[src/rtl/mem_pkg.sv]
// Shared types, opcodes and access-size decode for the MEM-stage load/store unit.
package mem_pkg;

  localparam int unsigned XLEN = 32;
  localparam int unsigned BE_W = XLEN / 8;
  localparam int unsigned OP_W = 6;

  localparam logic [OP_W-1:0] OP_LB  = 6'h20;
  localparam logic [OP_W-1:0] OP_LH  = 6'h21;
  localparam logic [OP_W-1:0] OP_LW  = 6'h23;
  localparam logic [OP_W-1:0] OP_LBU = 6'h24;
  localparam logic [OP_W-1:0] OP_LHU = 6'h25;
  localparam logic [OP_W-1:0] OP_SB  = 6'h28;
  localparam logic [OP_W-1:0] OP_SH  = 6'h29;
  localparam logic [OP_W-1:0] OP_SW  = 6'h2B;

  typedef enum logic [1:0] {IDLE, REQ, WAIT_RSP, DONE} mem_state_t;
  typedef enum logic [1:0] {SZ_B, SZ_H, SZ_W} mem_size_t;

  typedef struct packed {
    mem_size_t size;
    logic      sign;
  } mem_dec_t;

  // Opcode to access width and load sign; unknown opcodes are word accesses.
  function automatic mem_dec_t decode_op(input logic [OP_W-1:0] op);
    mem_dec_t d;
    d.size = SZ_W;
    d.sign = 1'b0;
    case (op)
      OP_LB:         begin d.size = SZ_B; d.sign = 1'b1; end
      OP_LBU, OP_SB: d.size = SZ_B;
      OP_LH:         begin d.size = SZ_H; d.sign = 1'b1; end
      OP_LHU, OP_SH: d.size = SZ_H;
      OP_LW, OP_SW:  d.size = SZ_W;
      default:       d.size = SZ_W;
    endcase
    return d;
  endfunction

endpackage

[src/rtl/m_mem_lane_align.sv]
// Combinational byte-lane packing for stores and lane extraction/extension for loads.
module m_mem_lane_align
  import mem_pkg::*;
(
  input  mem_size_t        i_st_size,
  input  logic [1:0]       i_st_lo,
  input  logic [XLEN-1:0]  i_st_data,
  output logic [XLEN-1:0]  o_st_wdata,
  output logic [BE_W-1:0]  o_st_be,
  input  mem_size_t        i_ld_size,
  input  logic             i_ld_sign,
  input  logic [1:0]       i_ld_lo,
  input  logic [XLEN-1:0]  i_ld_rdata,
  output logic [XLEN-1:0]  o_ld_data
);

  logic [7:0]  w_byte;
  logic [15:0] w_half;

  // Replicate store data into every lane and enable only the addressed bytes.
  always_comb begin
    o_st_wdata = i_st_data;
    o_st_be    = 4'b1111;
    case (i_st_size)
      SZ_B: begin
        o_st_wdata = {4{i_st_data[7:0]}};
        o_st_be    = 4'b0001 << i_st_lo;
      end
      SZ_H: begin
        o_st_wdata = {2{i_st_data[15:0]}};
        o_st_be    = i_st_lo[1] ? 4'b1100 : 4'b0011;
      end
      default: ;
    endcase
  end

  // Select the addressed lane of the read word and extend it to full width.
  always_comb begin
    w_byte    = 8'(i_ld_rdata >> {i_ld_lo, 3'b000});
    w_half    = i_ld_lo[1] ? i_ld_rdata[31:16] : i_ld_rdata[15:0];
    o_ld_data = i_ld_rdata;
    case (i_ld_size)
      SZ_B:    o_ld_data = {{24{i_ld_sign & w_byte[7]}}, w_byte};
      SZ_H:    o_ld_data = {{16{i_ld_sign & w_half[15]}}, w_half};
      default: ;
    endcase
  end

endmodule

[src/rtl/m_mem_access_unit.sv]
// MEM-stage load/store engine: valid/ready data-memory port, pipeline stall, timeout.
module m_mem_access_unit
  import mem_pkg::*;
#(
  parameter int unsigned TIMEOUT = 16
) (
  input  logic             clk,
  input  logic             reset,
  input  logic [XLEN-1:0]  instrM,
  input  logic             memtoregM,
  input  logic             memwriteM,
  input  logic [XLEN-1:0]  aluoutM,
  input  logic [XLEN-1:0]  writedataM,
  output logic             stallM,
  output logic [XLEN-1:0]  readdataM,
  output logic             misalignM,
  output logic             buserrM,
  output logic             dmem_req_valid,
  input  logic             dmem_req_ready,
  output logic             dmem_we,
  output logic [XLEN-1:0]  dmem_addr,
  output logic [XLEN-1:0]  dmem_wdata,
  output logic [BE_W-1:0]  dmem_be,
  input  logic             dmem_rsp_valid,
  input  logic [XLEN-1:0]  dmem_rdata
);

  localparam int unsigned CNT_W = $clog2(TIMEOUT + 1);

  mem_state_t       r_state, w_next_state;
  logic [CNT_W-1:0] r_cnt;
  logic             r_we, r_sign, r_buserr;
  mem_size_t        r_size;
  logic [XLEN-1:0]  r_addr, r_wdata, r_rdata;
  logic [BE_W-1:0]  r_be;

  mem_dec_t         w_dec;
  logic             w_access, w_misalign, w_cnt_last;
  logic             w_latch, w_cnt_inc, w_rd_load, w_rd_zero, w_timeout;
  logic             w_stall, w_req_valid;
  logic [XLEN-1:0]  w_st_wdata, w_ld_data;
  logic [BE_W-1:0]  w_st_be;
  logic             w_unused_instr;

  assign w_dec          = decode_op(instrM[31:26]);
  assign w_unused_instr = ^instrM[25:0];
  assign w_access       = memtoregM | memwriteM;
  assign w_misalign     = w_access & (((w_dec.size == SZ_W) & (|aluoutM[1:0])) |
                                      ((w_dec.size == SZ_H) & aluoutM[0]));
  assign w_cnt_last     = (r_cnt == CNT_W'(TIMEOUT - 1));

  m_mem_lane_align u_lane (
    .i_st_size  (w_dec.size),
    .i_st_lo    (aluoutM[1:0]),
    .i_st_data  (writedataM),
    .o_st_wdata (w_st_wdata),
    .o_st_be    (w_st_be),
    .i_ld_size  (r_size),
    .i_ld_sign  (r_sign),
    .i_ld_lo    (r_addr[1:0]),
    .i_ld_rdata (dmem_rdata),
    .o_ld_data  (w_ld_data)
  );

  // State register.
  always_ff @(posedge clk or posedge reset) begin
    if (reset) r_state <= IDLE;
    else       r_state <= w_next_state;
  end

  // Next-state and control decode; a response arriving on the last count beats the timeout.
  always_comb begin
    w_next_state = r_state;
    w_latch      = 1'b0;
    w_cnt_inc    = 1'b0;
    w_rd_load    = 1'b0;
    w_rd_zero    = 1'b0;
    w_timeout    = 1'b0;
    w_stall      = 1'b0;
    w_req_valid  = 1'b0;
    case (r_state)
      IDLE: begin
        if (w_misalign) begin
          w_rd_zero = 1'b1;
        end else if (w_access) begin
          w_latch      = 1'b1;
          w_stall      = 1'b1;
          w_next_state = REQ;
        end
      end
      REQ: begin
        w_stall     = 1'b1;
        w_req_valid = 1'b1;
        if (dmem_req_ready && r_we) begin
          w_next_state = DONE;
        end else if (w_cnt_last) begin
          w_timeout    = 1'b1;
          w_rd_zero    = 1'b1;
          w_next_state = DONE;
        end else begin
          w_cnt_inc = 1'b1;
          if (dmem_req_ready) w_next_state = WAIT_RSP;
        end
      end
      WAIT_RSP: begin
        w_stall = 1'b1;
        if (dmem_rsp_valid) begin
          w_rd_load    = 1'b1;
          w_next_state = DONE;
        end else if (w_cnt_last) begin
          w_timeout    = 1'b1;
          w_rd_zero    = 1'b1;
          w_next_state = DONE;
        end else begin
          w_cnt_inc = 1'b1;
        end
      end
      DONE:    w_next_state = IDLE;
      default: w_next_state = IDLE;
    endcase
  end

  // Latched request fields, timeout counter, load result and bus-error pulse.
  always_ff @(posedge clk or posedge reset) begin
    if (reset) begin
      r_we     <= 1'b0;
      r_sign   <= 1'b0;
      r_size   <= SZ_W;
      r_addr   <= '0;
      r_wdata  <= '0;
      r_be     <= '0;
      r_cnt    <= '0;
      r_rdata  <= '0;
      r_buserr <= 1'b0;
    end else begin
      r_buserr <= w_timeout;
      if (w_latch) begin
        r_we    <= memwriteM;
        r_sign  <= w_dec.sign;
        r_size  <= w_dec.size;
        r_addr  <= aluoutM;
        r_wdata <= w_st_wdata;
        r_be    <= w_st_be;
        r_cnt   <= '0;
      end else if (w_cnt_inc) begin
        r_cnt <= r_cnt + CNT_W'(1);
      end
      if (w_rd_zero)      r_rdata <= '0;
      else if (w_rd_load) r_rdata <= w_ld_data;
    end
  end

  assign stallM         = w_stall & ~reset;
  assign misalignM      = w_misalign & ~reset;
  assign buserrM        = r_buserr;
  assign readdataM      = r_rdata;
  assign dmem_req_valid = w_req_valid;
  assign dmem_we        = w_req_valid & r_we;
  assign dmem_addr      = w_req_valid ? {r_addr[31:2], 2'b00} : '0;
  assign dmem_wdata     = w_req_valid ? r_wdata : '0;
  assign dmem_be        = w_req_valid ? r_be : '0;

  logic w_unused_ok;
  assign w_unused_ok = w_unused_instr;

endmodule

[config.mk]
export PLATFORM = sky130hd
export DESIGN_NAME = m_mem_access_unit
export DESIGN_NICKNAME = d
export VERILOG_FILES = /design/src/rtl/mem_pkg.sv /design/src/rtl/m_mem_lane_align.sv /design/src/rtl/m_mem_access_unit.sv
export SDC_FILE = /design/constraint.sdc
export NUM_CORES = 1
export LEC_CHECK = 0
export ABC_AREA = 1
export ABC_CLOCK_PERIOD_IN_PS = 3600
export BUFFER_PORTS_ARGS = -buffer_cell sky130_fd_sc_hd__buf_2
export CORE_UTILIZATION = 46
export CTS_BUF_LIST = sky130_fd_sc_hd__clkbuf_2
export DETAILED_ROUTE_END_ITERATION = 8
export PLACE_DENSITY = 0.79
export SYNTH_ARGS = -nofsm -noshare
export SYNTH_HDL_FRONTEND = slang
export SYNTH_SLANG_ARGS = --single-unit
[constraint.sdc]
create_clock -name clk -period 3.6 [get_ports clk]
set_input_delay 0.54 -clock clk [delete_from_list [all_inputs] [get_ports clk]]
set_output_delay 0.54 -clock clk [all_outputs]
set_load 0.005 [all_outputs]
==> results.cfg <==
[worst_setup_path]
path_delay_family = buffers and inverters
crit_path_frequent_cell = inv_1
worst-path-max-fanout = 69
reg2regPathDepth = 7
timing.rr.end = readdataM[26]$_DFFE_PP0P_
cp-start-kind = flip-flop
slowest_stage = buf_4
worstPathBufferInverterCount = 4
crit_start = r_state[1]$_DFFE_PP0P_
endpoint_kind = primary output
path_cells = inv_1 -> ha_2 -> buf_4 -> nand2_1 -> inv_1 -> buf_2
crit_required_ps = 3060
rrSetupSlack_ps = 1330
slowest_delay_ps = 550
critical_path_class = reg2out
setup.worst_path.end = dmem_wdata[1]
r2r-start = r_state[0]$_DFFE_PP0P_
cp.arrival_ps = 2380
critical_path_depth = 6

[layout]
layout_commonest_cell = nand2_1
diodes = 0
layout_common_cells = 380 x nand2_1, 210 x buf_2, 112 x inv_1
syn2layout_area_growth_pct = 18.8
final_cells = 1240
nets = 1202
drive_gt1_frac = 0.256

[timing]
fin_hold_ws_ps = 83.4
drv_slew = 0
period_share = 0.810
fmax_mhz = 343
rsz0062_at_grt = no
finalWorstSetupSlack_ps = 684
worst_slew_margin_rel = 0.377
setup_viol = 0
timing.final.hold_violations = 0
worst_clock_skew_ps = 26.8
fin_crit_ps = 2920
tightest_slew_ps = 934
finalSetupTns_ps = 0

[die]
die_y_um = 119
die_w_um = 119
core_um2 = 13200
row_count = 42
start_util = 0.473
dieArea_um2 = 14100
pin_count = 239

[detailed_routing]
drtIter0Drc = 464
remaining_drc_errors = 0
routed_wl_mm = 16.4
num_vias = 6036
dr.pass1.iters = 5
ant_nets = 0
via_per_inst = 4.87
wl_per_cell_um = 13.2

[global_route]
globalRouteTotalUtil = 0.237
grt_pass1_wl_mm = 26.5
grt_max_degree = 70
grt-ovfl-total = 0
grt_pass1_vias = 5421
grt_antenna_before_repair = 1

[clocking]
cts_tree = built
clk_latency_ps = 610
post_cts_buffers = 0
cts-root-buf = clkbuf_2
clk_pin_slew_ps = 300
clk_path_buf_depth = 2
cts_made_buffers = 9
h-tree-depth = 3
clock-sinks = 112

[synthesis]
syn_avg_cell_area_um2 = 7.14
synth_area_um2 = 6260
async_flop_share = 1.00
synth-seq-cells = 112
ys.flop_type = dfrtp_1
ys_warn_count = 0
synth_seq_area_share = 0.448
synth_cells = 877
synth_edf_count = 0
synth_cell_type_count = 40

[placed_design]
gp_congestion = 0.883
dp_hpwl_mm = 11.5
portBuffers = 210
dp_worst_setup_slack_ps = 969
dpl.cell_count = 1225

[status]
status = finished clean

[power]
p_leak_nw = 4.70
total_power_mw = 5.00
max-vdd-ir-drop_mv = 0.321
power_density_nw_per_um2 = 672

[run]
drv_cap = 0

[min_path]
hold_path.class = in2reg
sequential cells by signal, indices dropped and copies added, names as in the netlist:
| name | flops |
|---|---|
| buserrM | 1 |
| r_addr | 32 |
| r_be | 4 |
| r_cnt | 5 |
| r_sign | 1 |
| r_size | 2 |
| r_state | 2 |
| r_wdata | 32 |
| r_we | 1 |
| readdataM | 32 |
area by class of cell:
class                           instances  area, um^2
Multi-Input combinational cell        602        2750
Tap cell                              176         220
Fill cell                            1313        5810
Clock inverter                          5        33.8
Inverter                              120         463
Clock buffer                            9        45.0
Sequential cell                       112        2800
Timing Repair Buffer                  216        1120
metrics by stage:
step | area, um^2 | utilization
after floorplan | 6270 | -
after global placement | 7350 | 0.555
after detailed placement | 7350 | 0.555
after CTS | 7440 | 0.562
after global routing | 7440 | 0.562
final | 7440 | 0.562
worst min-delay path by stage:
stage	from	to	slack (ps)	cells after the start
finish	aluoutM[16]	r_addr[16]$_DFFE_PP0P_	80	3
global route	aluoutM[9]	r_addr[9]$_DFFE_PP0P_	30	3
CTS	aluoutM[16]	r_addr[16]$_DFFE_PP0P_	30	3
detailed placement	r_addr[30]$_DFFE_PP0P_	r_addr[30]$_DFFE_PP0P_	460	2
global placement	r_addr[17]$_DFFE_PP0P_	r_addr[17]$_DFFE_PP0P_	460	2
floorplan	r_addr[18]$_DFFE_PP0P_	r_addr[18]$_DFFE_PP0P_	450	2
worst reg2reg max path: cells and delay by family (launching register included):
family,cells,cell delay (ps)
buffers and inverters,3,1010
DFF,1,510
AOI/OAI and AO/OA,1,360
adders and majority gates,1,220
and+or+nand+nor,2,130
routing by layer:
layer  up-vias  global-route usage  routed length, um
met1      2740               0.323               7340
met5         -                   0                 19
li1       3029                   -                  -
met3        24              0.0598               1310
met4         2              0.0799                267
met2       241               0.367               7430
synth_stat cells (7+ instances only):
cell type | instances | area, um^2
o21ai_0 | 44 | 220
inv_1 | 113 | 424
buf_2 | 9 | 45.0
a21oi_2 | 10 | 87.6
a21oi_1 | 25 | 125
nand3_1 | 37 | 185
clkbuf_1 | 19 | 71.3
or2_2 | 10 | 62.6
ha_1 | 7 | 87.6
dfrtp_1 | 111 | 2780
o21ai_1 | 10 | 50.1
nor2_1 | 35 | 131
nand2_1 | 380 | 1430
o21a_1 | 14 | 105
power breakdown:
| group | switching [mW] | total (mW) | internal (mW) |
|---|---|---|---|
| Sequential | 0.376 | 2.17 | 1.80 |
| Combinational | 1.39 | 2.31 | 0.924 |
| Clock | 0.429 | 0.515 | 0.0856 |
kinds of logic (layout without fill, tap and decap cells):
group	count (synthesis)	after routing	synth area share
other	1	2	0.000599
XOR/XNOR	1	1	0.00140
adder cells (fa/ha/maj)	7	7	0.0140
AND/OR/NAND/NOR	486	486	0.324
flip-flops	112	112	0.448
buffers and inverters	164	350	0.114
AO/OA/AOI/OAI	106	106	0.0977
repair_timing:
item / CTS / global route
endpoints found under the hold margin: 1 / 0
hold buffers: 1 / 0
resized for setup: 0 / 0
Power figures use the tool's default switching activity.
